===== src/rtl/eight_bit_divider.sv =====
// eight_bit_divider
// Sequential 8-bit unsigned restoring divider. One shift-and-trial-subtract
// step is performed per clock for 8 clocks. The final step raises a
// one-cycle done pulse together with the quotient and remainder.
// Ports:
//   clk          rising-edge clock
//   rst          synchronous active-high reset (highest priority)
//   start        request strobe, accepted only while idle
//   dividend     8-bit unsigned dividend, sampled on the accepting edge
//   divisor      8-bit unsigned divisor, sampled on the accepting edge
//   busy         high while a division is iterating
//   done         one-cycle completion pulse
//   quotient     result quotient, held until the next completion
//   remainder    result remainder, held until the next completion
//   div_by_zero  set with done when the divisor was zero, held likewise
module eight_bit_divider (
    input  logic       clk,
    input  logic       rst,
    input  logic       start,
    input  logic [7:0] dividend,
    input  logic [7:0] divisor,
    output logic       busy,
    output logic       done,
    output logic [7:0] quotient,
    output logic [7:0] remainder,
    output logic       div_by_zero
);

    typedef enum logic {
        IDLE = 1'b0,
        RUN  = 1'b1
    } state_t;

    state_t     state_q, state_d;
    logic [2:0] cnt_q, cnt_d;
    logic [8:0] r_q, r_d;          // partial remainder
    logic [7:0] q_q, q_d;          // dividend/quotient shift register
    logic [7:0] d_q, d_d;          // latched divisor
    logic [7:0] quotient_q, quotient_d;
    logic [7:0] remainder_q, remainder_d;
    logic       dbz_q, dbz_d;
    logic       done_q, done_d;

    // Single iteration datapath
    logic [8:0] trial;
    logic [8:0] trial_diff;
    logic       trial_ok;
    logic [8:0] r_step;
    logic [7:0] q_step;

    always_comb begin
        trial      = {r_q[7:0], q_q[7]};
        trial_diff = trial - {1'b0, d_q};
        trial_ok   = (trial >= {1'b0, d_q});
        r_step     = trial_ok ? trial_diff : trial;
        q_step     = {q_q[6:0], trial_ok};
    end

    always_comb begin
        state_d     = state_q;
        cnt_d       = cnt_q;
        r_d         = r_q;
        q_d         = q_q;
        d_d         = d_q;
        quotient_d  = quotient_q;
        remainder_d = remainder_q;
        dbz_d       = dbz_q;
        done_d      = 1'b0;

        case (state_q)
            IDLE: begin
                if (start) begin
                    if (divisor == 8'd0) begin
                        // Divide by zero completes on the accepting edge
                        // without entering RUN.
                        quotient_d  = 8'hFF;
                        remainder_d = dividend;
                        dbz_d       = 1'b1;
                        done_d      = 1'b1;
                    end else begin
                        d_d     = divisor;
                        q_d     = dividend;
                        r_d     = 9'd0;
                        cnt_d   = 3'd7;
                        state_d = RUN;
                    end
                end
            end
            RUN: begin
                r_d   = r_step;
                q_d   = q_step;
                cnt_d = cnt_q - 3'd1;
                if (cnt_q == 3'd0) begin
                    quotient_d  = q_step;
                    remainder_d = r_step[7:0];
                    dbz_d       = 1'b0;
                    done_d      = 1'b1;
                    state_d     = IDLE;
                end
            end
            default: begin
                state_d = IDLE;
            end
        endcase
    end

    always_ff @(posedge clk) begin
        if (rst) begin
            state_q     <= IDLE;
            cnt_q       <= 3'd0;
            r_q         <= 9'd0;
            q_q         <= 8'd0;
            d_q         <= 8'd0;
            quotient_q  <= 8'd0;
            remainder_q <= 8'd0;
            dbz_q       <= 1'b0;
            done_q      <= 1'b0;
        end else begin
            state_q     <= state_d;
            cnt_q       <= cnt_d;
            r_q         <= r_d;
            q_q         <= q_d;
            d_q         <= d_d;
            quotient_q  <= quotient_d;
            remainder_q <= remainder_d;
            dbz_q       <= dbz_d;
            done_q      <= done_d;
        end
    end

    assign busy        = (state_q == RUN);
    assign done        = done_q;
    assign quotient    = quotient_q;
    assign remainder   = remainder_q;
    assign div_by_zero = dbz_q;

endmodule


===== config.mk =====
export PLATFORM = sky130hd
export DESIGN_NAME = eight_bit_divider
export DESIGN_NICKNAME = d
export VERILOG_FILES = /design/src/rtl/eight_bit_divider.sv
export SDC_FILE = /design/constraint.sdc
export NUM_CORES = 1
export LEC_CHECK = 0
export CAP_MARGIN = 10
export CORE_MARGIN = 10
export CORE_UTILIZATION = 57
export DETAILED_ROUTE_END_ITERATION = 10
export PLACE_DENSITY = 0.86
export SKIP_CTS_REPAIR_TIMING = 1
export SLEW_MARGIN = 40
export SYNTH_ARGS = -nofsm -noshare
export SYNTH_HDL_FRONTEND = slang
export SYNTH_SLANG_ARGS = --single-unit

===== constraint.sdc =====
create_clock -name clk -period 3.45 [get_ports clk]
set_input_delay 0.345 -clock clk [delete_from_list [all_inputs] [get_ports clk]]
set_output_delay 0.345 -clock clk [all_outputs]
set_load 0.1 [all_outputs]

Yosys cells after proc, flatten, opt, wreduce, memory -nomap -nowiden
Cells that the tools add are included.
{"block": "word_totals", "register_bits": 46, "in_bits": 19, "output_inout_bits": 19}
{"block": "classes", "n_addsub": 2, "magnitude_cmp": 1, "n_eq_ne": 4, "muxes": 30, "bitwise_logic": 2, "reduce_logical": 5}
{"cell": "8-bit 2-to-1 mux", "count": 11}
{"cell": "8-bit case mux with 2 select lines", "count": 4}
{"cell": "9-bit by 8-bit greater-or-equal comparator with 1-bit output", "count": 1}
{"cell": "1-bit 2-to-1 mux", "count": 9}
{"cell": "8-bit logical NOT", "count": 1}
{"cell": "8-bit subtractor", "count": 1}
{"cell": "3-bit 2-to-1 mux", "count": 2}
{"cell": "2-bit inequality test, second input constant", "count": 3}
{"cell": "1-bit case mux with 2 select lines", "count": 3}
{"cell": "3-bit case mux with 2 select lines", "count": 1}
{"cell": "3-bit AND reduction", "count": 2}
{"cell": "3-bit logical NOT", "count": 1}
{"cell": "3-bit by 1-bit subtractor with 3-bit output, second input constant", "count": 1}
{"cell": "2-bit by 1-bit inequality test with 1-bit output, second input constant", "count": 1}
{"cell": "1-bit inverter", "count": 2}
{"cell": "2-bit AND reduction", "count": 1}

Depth between registers and ports, before layout
Gate-level depths: netlist (run 1).
{"block": "logic_depth", "ltp_word": 4, "depth_mapped": 9}

Worst setup path after synthesis (run 1)
OpenSTA, ideal clock, no wires.
{"block": "synth_timing", "kind": "register to register", "from": "register state_q, in the netlist busy", "to": "register remainder_q[5], in the netlist remainder[5]", "setup_ns": 0.125, "t_arrival_ns": 2.106, "required_ns": 3.325, "slack_ns": 1.219, "path_stages_with_launch": 8, "path_buffers": 2, "synth_period_minus_slack_ns": 2.231, "cell_sequence": "dfxtp_1 -> buf_6 -> and3b_1 -> buf_6 -> a31o_1 -> mux2_4 -> a32oi_1 -> o31ai_1"}
{"block": "synth_between", "elab_chain_len": 3, "elab_cells_between_ends": 6, "classes_between": "eq/ne: 3; mux: 1; bitwise: 1; reduce/logical: 1"}
{"element": "start, declared", "line": "34", "source": "state_t state_q, state_d;"}
{"element": "start signal, assigned", "line": "119", "source": "state_q <= state_d;"}
{"element": "1-bit inverter (no source line)"}
{"element": "2-bit inequality test (no source line)"}
{"element": "3-bit AND reduction (no source line)"}
{"element": "end signal, assigned", "line": "125", "source": "remainder_q <= remainder_d;"}
{"element": "end, declared", "line": "40", "source": "logic [7:0] remainder_q, remainder_d;"}
Several ways; a longest one is shown, not always the timed one.
A chain may end at the register's enable or synchronous reset.

Worst setup path after layout (run 1)
{"block": "layout_timing", "from": "register d_q[7]", "to": "register remainder_q[0], in the netlist remainder[0]"}
{"block": "layout_between", "elab_chain_len": 4}
{"element": "start, declared", "line": "38", "source": "logic [7:0] d_q, d_d;"}
{"element": "start signal, assigned", "line": "113", "source": "d_q <= 8'd0;"}
{"element": "start signal, assigned", "line": "123", "source": "d_q <= d_d;"}
{"element": "9-bit by 8-bit greater-or-equal comparator with 1-bit output", "line": "54", "source": "trial_ok = (trial >= {1'b0, d_q});"}
{"element": "8-bit 2-to-1 mux", "line": "55", "source": "r_step = trial_ok ? trial_diff : trial;"}
{"element": "8-bit 2-to-1 mux", "line": "93", "source": "if (cnt_q == 3'd0) begin"}
{"element": "8-bit case mux with 2 select lines", "line": "70", "source": "case (state_q)"}
No other way between the ends. The select of a mux whose other input is x is not followed.

==> flow_summary.ini, run 1 <==
[synth]
mappedNetlistArea_um2 = 2410
synthTopCellsByArea = sky130_fd_sc_hd__dfxtp_1 (38%), sky130_fd_sc_hd__a21oi_1 (6.2%), sky130_fd_sc_hd__nand2_1 (5.6%)
synth.net_count = 303
ys_top_cells_by_count = sky130_fd_sc_hd__dfxtp_1 (46), sky130_fd_sc_hd__nand2_1 (36), sky130_fd_sc_hd__a21oi_1 (30)
syn_inst = 273
yosysTopAreaCellShare = 0.382
seq_area_frac_synth = 0.382
yosys.cell_count.top_type = sky130_fd_sc_hd__dfxtp_1
fraction_of_synthesis_flops_using_an_asynchronous_set_or_reset_pin = 0
post_synth_num_cell_types = 51
dominantRegCellSynth = sky130_fd_sc_hd__dfxtp_1
number_of_enable_type_register_cells_in_the_synthesized_netlist = 0
netlist.top_cell.by_area = sky130_fd_sc_hd__dfxtp_1
synth_area_per_cell_um2 = 8.84
synth-warning-count = 0
post_synthesis_register_bit_count = 46

[grt]
grt_pass1_wl_um = 9350
grt_antenna_before_repair = 0
gr-usage-all-layers = 0.152
grt_pass1_vias = 1965
globalRouteOverflowTotal = 0
grt_start_max_net_pins = 32

[critical_path]
timing.critical_path.fanout_max = 12
critical_register_to_register_path_endpoint = remainder[0]$_SDFFE_PP0P_
timing.reg2reg.worst_path_depth = 7
start_kind = register
timing.critical_path.required_ns = 3.66
worst-endpoint-arrival_ns = 2.64
worst_setup_path_end_kind = register
regToRegStartpoint = d_q[7]$_SDFFE_PP0P_
critical_path.startpoint = d_q[7]$_SDFFE_PP0P_
crit_end = remainder[0]$_SDFFE_PP0P_
r2r_slack_ns = 1.03
criticalPathCategory = reg2reg

[timing]
fmaxAchievable_mhz = 413
finalWorstPathRequiredPeriod_ns = 2.42
setup_viol = 0
finalSetupTns_ns = 0
max-slew-margin-rel = 0.530
report.final.slew_viol_count = 0
final.setup_skew_ns = 0.00994
rsz0062_at_grt = no
fin_ws_ns = 1.03
tightestPinTransition_ns = 0.704
finalCritPeriodShare = 0.703
count_of_endpoints_failing_hold_in_the_final_timing_report = 0

[detailed_routing]
vias_per_cell = 5.84
detail_route.iter0.violations = 150
vias = 2074
remaining_drc_errors = 0
drt-pass1-iter-count = 4
antenna_left = 0
postRouteWirelength_um = 5470
average_wire_per_cell_in_the_routed_design_um = 15.4

[finish]
n_antenna_cell = 0
proportion_of_layout_cells_with_a_drive_suffix_above_1 = 0.167
multi_input_area_um2 = 1300
layoutNonFillerInstCount = 355
layout.area.seq_um2 = 921
areaGrowthSynthToFinish_pct = 14.1
final_design_area_no_fill_um2 = 2750
fillCellCount = 338
final_nets = 334

[clocking]
clock_pin_slew_worst_setup_and_hold_paths_ns = 0.09
ctsHtreeMaxLevel = 2
numClockSinks = 46
insertion_delay_ns = 0.31
cts_root_buf = sky130_fd_sc_hd__clkbuf_8
ctsLongestPathBuffers = 2
cts_tree = built
cts_made_buffers = 5

[flow_run]
max-cap-violations = 0

[place]
place_area_um2 = 2660
place.detailed.instances = 347
preCtsSetupSlack_ns = 0.955
gpl.final_weighted_congestion = 0.913
detail_placement_hpwl_um = 4040
port_buffer_count = 37

[die]
die_height_um = 85.1
initial_core_util = 0.595
fp.dieArea_um2 = 7230
core_area_um2 = 4060
core.rowCount = 23
num_io_pins = 38
dieWidth_um = 85.1

[status]
outcome = completed

[pwr]
power.ir.vdd_worst_uv = 413
p_leak_nw = 1.08
power_density_nw_per_um2 = 549

[worst_hold_path]
timing.hold.worst.class = reg2reg
state kept, by name, summed over array words and instances (netlist names):
signal	cells
quotient	8
d_q	8
remainder	8
div_by_zero	1
r_q	8
busy	1
cnt_q	3
done	1
q_q	8
power by group:
group	internal, mW	leakage (nW)	switching [mW]	total, mW
combinational	0.172	0.661	0.386	0.559
sequential	0.579	0.377	0.0311	0.610
clock	0.145	0.0408	0.198	0.343
total	0.896	1.08	0.615	1.51
final cells by class:
class                      instances  area share
clock inverter                     3     0.00864
sequential                        46       0.335
multi-input combinational        190       0.471
timing repair buffer              40       0.109
tap                               50      0.0227
inverter                          21      0.0286
clock buffer                       5      0.0250
stage by stage:
step           power [mW]  utilization  hold slack [ns]
6_report             1.51        0.678            0.457
5_1_grt              1.60        0.678            0.487
4_1_cts              1.52        0.678            0.460
3_5_place_dp         1.18        0.655            0.448
3_3_place_gp         1.18        0.677            0.443
2_1_floorplan        1.09            -            0.436
critical path, cell delays in order, from the launching register on:
cell and delay (ns):
sky130_fd_sc_hd__dfxtp_1 0.34, sky130_fd_sc_hd__inv_1 0.04, sky130_fd_sc_hd__ha_1 0.35, sky130_fd_sc_hd__a211oi_1 0.31, sky130_fd_sc_hd__o211ai_2 0.22, sky130_fd_sc_hd__a21oi_2 0.48
sky130_fd_sc_hd__mux2_4 0.36, sky130_fd_sc_hd__a211oi_1 0.23
layer usage:
layer  global-route usage  part of all wire
met5                    0                 0
met2                0.244              0.48
met4               0.0554            0.0097
met3               0.0363             0.069
met1                0.191              0.44
cells in the final DEF, fill, tap and decap left out, types with 2 or more instances in the layout:
master / netlist / routed
sky130_fd_sc_hd__nand2_2: 2 / 2
sky130_fd_sc_hd__inv_1: 20 / 20
sky130_fd_sc_hd__a31oi_1: 5 / 5
sky130_fd_sc_hd__xor2_1: 5 / 5
sky130_fd_sc_hd__nand3_1: 3 / 3
sky130_fd_sc_hd__nand2_1: 36 / 36
sky130_fd_sc_hd__a211oi_1: 15 / 15
sky130_fd_sc_hd__o21ai_0: 4 / 4
sky130_fd_sc_hd__buf_4: 2 / 4
sky130_fd_sc_hd__clkdlybuf4s50_1: 0 / 18
sky130_fd_sc_hd__mux2_4: 2 / 2
sky130_fd_sc_hd__nand2b_1: 2 / 2
sky130_fd_sc_hd__nor2b_1: 4 / 4
sky130_fd_sc_hd__o221a_2: 8 / 8
sky130_fd_sc_hd__nor3_1: 4 / 4
sky130_fd_sc_hd__nor4_2: 2 / 2
sky130_fd_sc_hd__a32oi_1: 3 / 3
sky130_fd_sc_hd__ha_1: 10 / 10
sky130_fd_sc_hd__clkbuf_8: 0 / 5
sky130_fd_sc_hd__o221ai_1: 6 / 6
sky130_fd_sc_hd__dfxtp_1: 46 / 46
sky130_fd_sc_hd__a31o_1: 3 / 3
sky130_fd_sc_hd__clkinvlp_4: 0 / 2
sky130_fd_sc_hd__buf_2: 3 / 18
sky130_fd_sc_hd__nor2_1: 15 / 15
sky130_fd_sc_hd__a21boi_0: 5 / 5
sky130_fd_sc_hd__a21o_1: 3 / 3
sky130_fd_sc_hd__a21oi_1: 30 / 30
logic make-up after synthesis:
| family | Yosys count | share of synthesized area |
|---|---|---|
| AOI/OAI and AO/OA | 95 | 0.293 |
| xor gates and xnor gates | 5 | 0.0182 |
| adders and majority gates | 11 | 0.0602 |
| buffers and inverters | 37 | 0.0809 |
| DFF | 46 | 0.382 |
| muxes | 3 | 0.0166 |
| and+or+nand+nor | 76 | 0.149 |
worst min-delay path by stage:
stage | cells after the start | endpoint | slack, ns | startpoint
after global routing | 2 | d_q[6]$_SDFFE_PP0P_ | 0.49 | d_q[6]$_SDFFE_PP0P_
after global placement | 2 | d_q[6]$_SDFFE_PP0P_ | 0.44 | d_q[6]$_SDFFE_PP0P_
after detailed placement | 2 | d_q[6]$_SDFFE_PP0P_ | 0.45 | d_q[6]$_SDFFE_PP0P_
final | 2 | div_by_zero$_SDFFE_PP0P_ | 0.46 | div_by_zero$_SDFFE_PP0P_
after CTS | 2 | d_q[6]$_SDFFE_PP0P_ | 0.46 | d_q[6]$_SDFFE_PP0P_
after floorplan | 1 | cnt_q[0]$_SDFFE_PP0P_ | 0.44 | cnt_q[0]$_SDFFE_PP0P_
Note: power is estimated with default switching activity, not from simulation.
==> run 2: changes to the inputs <==
--- a/config.mk
+++ b/config.mk
@@ -7,9 +7,9 @@
 export LEC_CHECK = 0
 export CAP_MARGIN = 10
 export CORE_MARGIN = 10
-export CORE_UTILIZATION = 57
+export CORE_UTILIZATION = 48
 export DETAILED_ROUTE_END_ITERATION = 10
-export PLACE_DENSITY = 0.86
+export PLACE_DENSITY = 0.77
 export SKIP_CTS_REPAIR_TIMING = 1
 export SLEW_MARGIN = 40
 export SYNTH_ARGS = -nofsm -noshare
==> constraint.sdc (replaced) <==
create_clock -name clk -period 2 [get_ports clk]
set_input_delay 0.2 -clock clk [delete_from_list [all_inputs] [get_ports clk]]
set_output_delay 0.2 -clock clk [all_outputs]
set_load 0.1 [all_outputs]
==> run 2 against run 1 <==
Compared with the run above: clock power up 110%; via count up 8.2%; sequential cell count unchanged; total power is 98% higher; critical endpoint is now remainder[6]$_SDFFE_PP0P_.
==> flow_summary.ini, run 2 (synthesis gave the netlist of run 1 again) <==
[detailed_routing]
antenna_left = 0
average_wire_per_cell_in_the_routed_design_um = 15.8
detail_route.iter0.violations = 106
drt-pass1-iter-count = 4
vias_per_cell = 5.65
postRouteWirelength_um = 6270
remaining_drc_errors = 0
vias = 2245

[clocking]
cts_tree = built
insertion_delay_ns = 0.30
ctsHtreeMaxLevel = 2
ctsLongestPathBuffers = 2
clock_pin_slew_worst_setup_and_hold_paths_ns = 0.09
numClockSinks = 46
cts_root_buf = sky130_fd_sc_hd__clkbuf_8
cts_made_buffers = 5

[critical_path]
start_kind = register
worst_setup_path_end_kind = register
timing.critical_path.fanout_max = 2
criticalPathCategory = reg2reg
timing.critical_path.required_ns = 2.23
worst-endpoint-arrival_ns = 2.14
r2r_slack_ns = 0.1

[grt]
global_route.usage.met3 = 0.0374
grt_pass1_wl_um = 10200
grt_use_met2 = 0.235
grt_pass1_vias = 2175
gr-usage-all-layers = 0.145
globalRouteOverflowTotal = 0
globalRouteMet1Util = 0.178
grt_antenna_before_repair = 0
grt_start_max_net_pins = 23
grt.busiest_layer = met2

[pwr]
power.ir.vdd_worst_uv = 522
power_density_nw_per_um2 = 961
p_leak_nw = 1.23

[die]
die_height_um = 90.9
fp.dieArea_um2 = 8260
dieWidth_um = 90.9
initial_core_util = 0.504
core.rowCount = 25
num_io_pins = 38
core_area_um2 = 4790

[timing]
tightestPinTransition_ns = 0.357
final.setup_skew_ns = 0.00873
fmaxAchievable_mhz = 525
report.final.slew_viol_count = 0
finalWorstPathRequiredPeriod_ns = 1.90
max-slew-margin-rel = 0.759
finalCritPeriodShare = 0.952
count_of_endpoints_failing_hold_in_the_final_timing_report = 0
fin_worst_hold_slack_ns = 0.458
setup_viol = 0

[worst_hold_path]
timing.hold.worst.class = reg2reg

[finish]
n_antenna_cell = 0
layout.cells.most_common = sky130_fd_sc_hd__buf_4
proportion_of_layout_cells_with_a_drive_suffix_above_1 = 0.267
postLayoutCoreUtil = 0.652
final_cell_mix = sky130_fd_sc_hd__buf_4 (46), sky130_fd_sc_hd__dfxtp_1 (45), sky130_fd_sc_hd__nand2_1 (36)
final_nets = 359
areaGrowthSynthToFinish_pct = 29.3
fillCellCount = 426

[status]
outcome = completed

[place]
detail_placement_hpwl_um = 4660
port_buffer_count = 37
gpl.final_weighted_congestion = 0.843

[flow_run]
max-cap-violations = 0
==> run 2: cell types whose count changed in the layout (fill, tap and decap cells not counted), moves of 2 or more <==
cell and delta:
sky130_fd_sc_hd__ha_1 -2, sky130_fd_sc_hd__buf_4 +42, sky130_fd_sc_hd__a211oi_1 -3, sky130_fd_sc_hd__a211oi_2 +2, sky130_fd_sc_hd__clkinvlp_4 -2, sky130_fd_sc_hd__buf_2 -18
==> run 2: through the flow <==
| stage | cells | worst slack [ns] | area [µm²] | TNS (ns) | power [mW] |
|---|---|---|---|---|---|
| global route | 397 | -0.00118 | 3120 | -0.00118 | 3.15 |
| finish | 397 | 0.0956 | 3120 | 0 | 3.00 |
| global placement | 387 | -0.0167 | 2910 | -0.0167 | 2.16 |
| detailed placement | 387 | -0.0443 | 2910 | -0.169 | 2.18 |
| CTS | 395 | -0.0522 | 3020 | -0.197 | 2.89 |
| floorplan | 273 | 0.0939 | 2410 | 0 | 1.87 |
==> run 2: metal layers <==
| metal | share of wire | wire [µm] |
|---|---|---|
| met5 | 0 | 0 |
| met4 | 0.017 | 107 |
| met3 | 0.049 | 307 |
| met2 | 0.48 | 3000 |
| met1 | 0.46 | 2860 |
==> run 2: final cells by class <==
type | instances | area (µm²) | share of cell area
Clock buffer | 5 | 68.8 | 0.0221
Clock inverter | 3 | 43.8 | 0.0140
Inverter | 21 | 78.8 | 0.0253
Multi-Input combinational cell | 190 | 1380 | 0.441
Sequential cell | 46 | 922 | 0.296
Tap cell | 67 | 83.8 | 0.0269
Timing Repair Buffer | 65 | 546 | 0.175
==> run 2: path summary, 6_finish.rpt <==
kind                                    end  cells after the start                 from
setup / recovery  remainder[6]$_SDFFE_PP0P_                      9  q_q[7]$_SDFFE_PP0P_
hold / removal          d_q[6]$_SDFFE_PP0P_                      2  d_q[6]$_SDFFE_PP0P_
setup reg to reg  remainder[6]$_SDFFE_PP0P_                      9  q_q[7]$_SDFFE_PP0P_
hold reg to reg         d_q[6]$_SDFFE_PP0P_                      2  d_q[6]$_SDFFE_PP0P_
==> run 2: report_power, final <==
group	internal, mW	switching, mW
clock	0.375	0.336
sequential	0.999	0.0604
combinational	0.478	0.749
==> run 2: critical path: stages (launching register included) <==
cell                       delay [ns]
sky130_fd_sc_hd__dfxtp_1         0.32
sky130_fd_sc_hd__inv_1           0.07
sky130_fd_sc_hd__ha_1            0.18
sky130_fd_sc_hd__inv_1           0.06
sky130_fd_sc_hd__fa_2            0.35
sky130_fd_sc_hd__a211oi_2        0.25
sky130_fd_sc_hd__nor3b_1         0.10
sky130_fd_sc_hd__mux2i_1         0.13
sky130_fd_sc_hd__a31o_1          0.21
sky130_fd_sc_hd__a211oi_2        0.17
==> RTL edit: new RTL, flow settings as in run 2 <==
Put one more register stage on the output `quotient`. The value now appears one clock later. The other outputs are not delayed to match. Comments in the files are not updated.
--- a/src/rtl/eight_bit_divider.sv
+++ b/src/rtl/eight_bit_divider.sv
@@ -130,7 +130,9 @@
 
     assign busy        = (state_q == RUN);
     assign done        = done_q;
-    assign quotient    = quotient_q;
+    always_ff @(posedge clk) begin
+        quotient <= quotient_q;
+    end
     assign remainder   = remainder_q;
     assign div_by_zero = dbz_q;
 
Formal check against the unedited RTL: not equivalent (a bounded check fails within 4 cycles, from zero or initial values and one cycle with rst high).
==> RTL edit against run 2 <==
- the flow now finishes with violations (negative setup slack)
- maximum frequency fell by 8.5%
- core utilization up 3.7 points
- via count down 1.3%
- final area increased by 5.6%
- synthesized area shrank 0.10%
- wire length rose by 2.0%
- largest cell class unchanged
- setup slack lost 180 ps
- combinational power fell by 9.8%
- clock power down 8.9%
- final cell count is 2.0% higher
- sequential cell count grew 8
- largest power group is now registers
- power is 0.26% lower
==> RTL edit: results <==
group,metric,value,unit
clock_tree,clock_latency,320,ps
cells_and_area,layout.cells.non_filler,405,
hold_path,worstHoldPathCells,0,
timing,setup_ws,-81.8,ps
hold_path,hp-start,"quotient_q[4]",
synthesis,yosys-mux-area-fraction,3.79,%
power_and_ir_drop,power_frac_seq,41.2,%
placement,pre_cts_slack,-237,ps
global_routing,grt_pass1_vias,2117,
power_and_ir_drop,p_clk,0.648,mW
timing,fin_skew,11.9,ps
placement,hpwl,4.67,mm
placement,placed_area,3050,um2
synthesis,syn_avg_cell_area,8.64,um2
global_routing,track_usage,14.6,%
route,dr_wl_met2,3.07,mm
power_and_ir_drop,p_switching,1.10,mW
critical_path,cp_slowest_cell,"dfxtp_2",
outcome,violations,"negative setup slack",
power_and_ir_drop,p_leak,1.29,nW
placement,gp_congestion,0.836,
power_and_ir_drop,power.total,2.99,mW
route,via_count,2216,
timing,setup_viol,1,
synthesis,syn_nets,309,
critical_path,critPathArrivalTime,2310,ps
cells_and_area,num-nets-final,367,
synthesis,synth_area_leaders,"dfxtp_1 (45%), a211oi_1 (6.9%), a21oi_1 (5.4%), ha_1 (5.2%), nand2_1 (5.0%)",
synthesis,yosys.area_share.adder,6.02,%
route,wl_met1,2.82,mm
cells_and_area,drive_gt1_share,29.0,%
synthesis,synth_xor_area_share,1.45,%
power_and_ir_drop,ir_drop,0.582,mV
hold_path,worstHoldEndpoint,"quotient[4]",
synthesis,synth_cell_types,41,
clock_tree,clkTransAtPathRegs,110,ps
synthesis,synth_compound_area_share,24.2,%
outcome,status,"finished with violations",
synthesis,synth_top_cells_by_count,"dfxtp_1 (54), nand2_1 (32), nor2_1 (31), a21oi_1 (26), a211oi_1 (22)",
-- RTL edit: cell count changes after synthesis, sizes merged, moves of 6 or more --
cell	before	now
a211oi	16	23
inv	20	13
nor2	16	31
dfxtp	46	54
o21ai	5	21
clkbuf	5	11
a21oi	32	26
mux2i	1	8
nand2	38	32
o221a	8	0
buf	11	4
o221ai	6	0
-- RTL edit: per-layer routing --
layer,up-vias,track usage (%)
met3,12,4.57
met2,74,23.7
met5,-,0
met1,1028,17.6
met4,0,5.22
li1,1102,-
-- RTL edit: final cells by class --
type / count / area, um2 / area share [%]
clock inverter: 3 / 28.8 / 0.874
multi-input combinational: 197 / 1390 / 42.2
timing repair buffer: 66 / 578 / 17.6
clock buffer: 5 / 68.8 / 2.09
sequential: 54 / 1090 / 33.2
inverter: 13 / 51.3 / 1.56
tap: 67 / 83.8 / 2.55
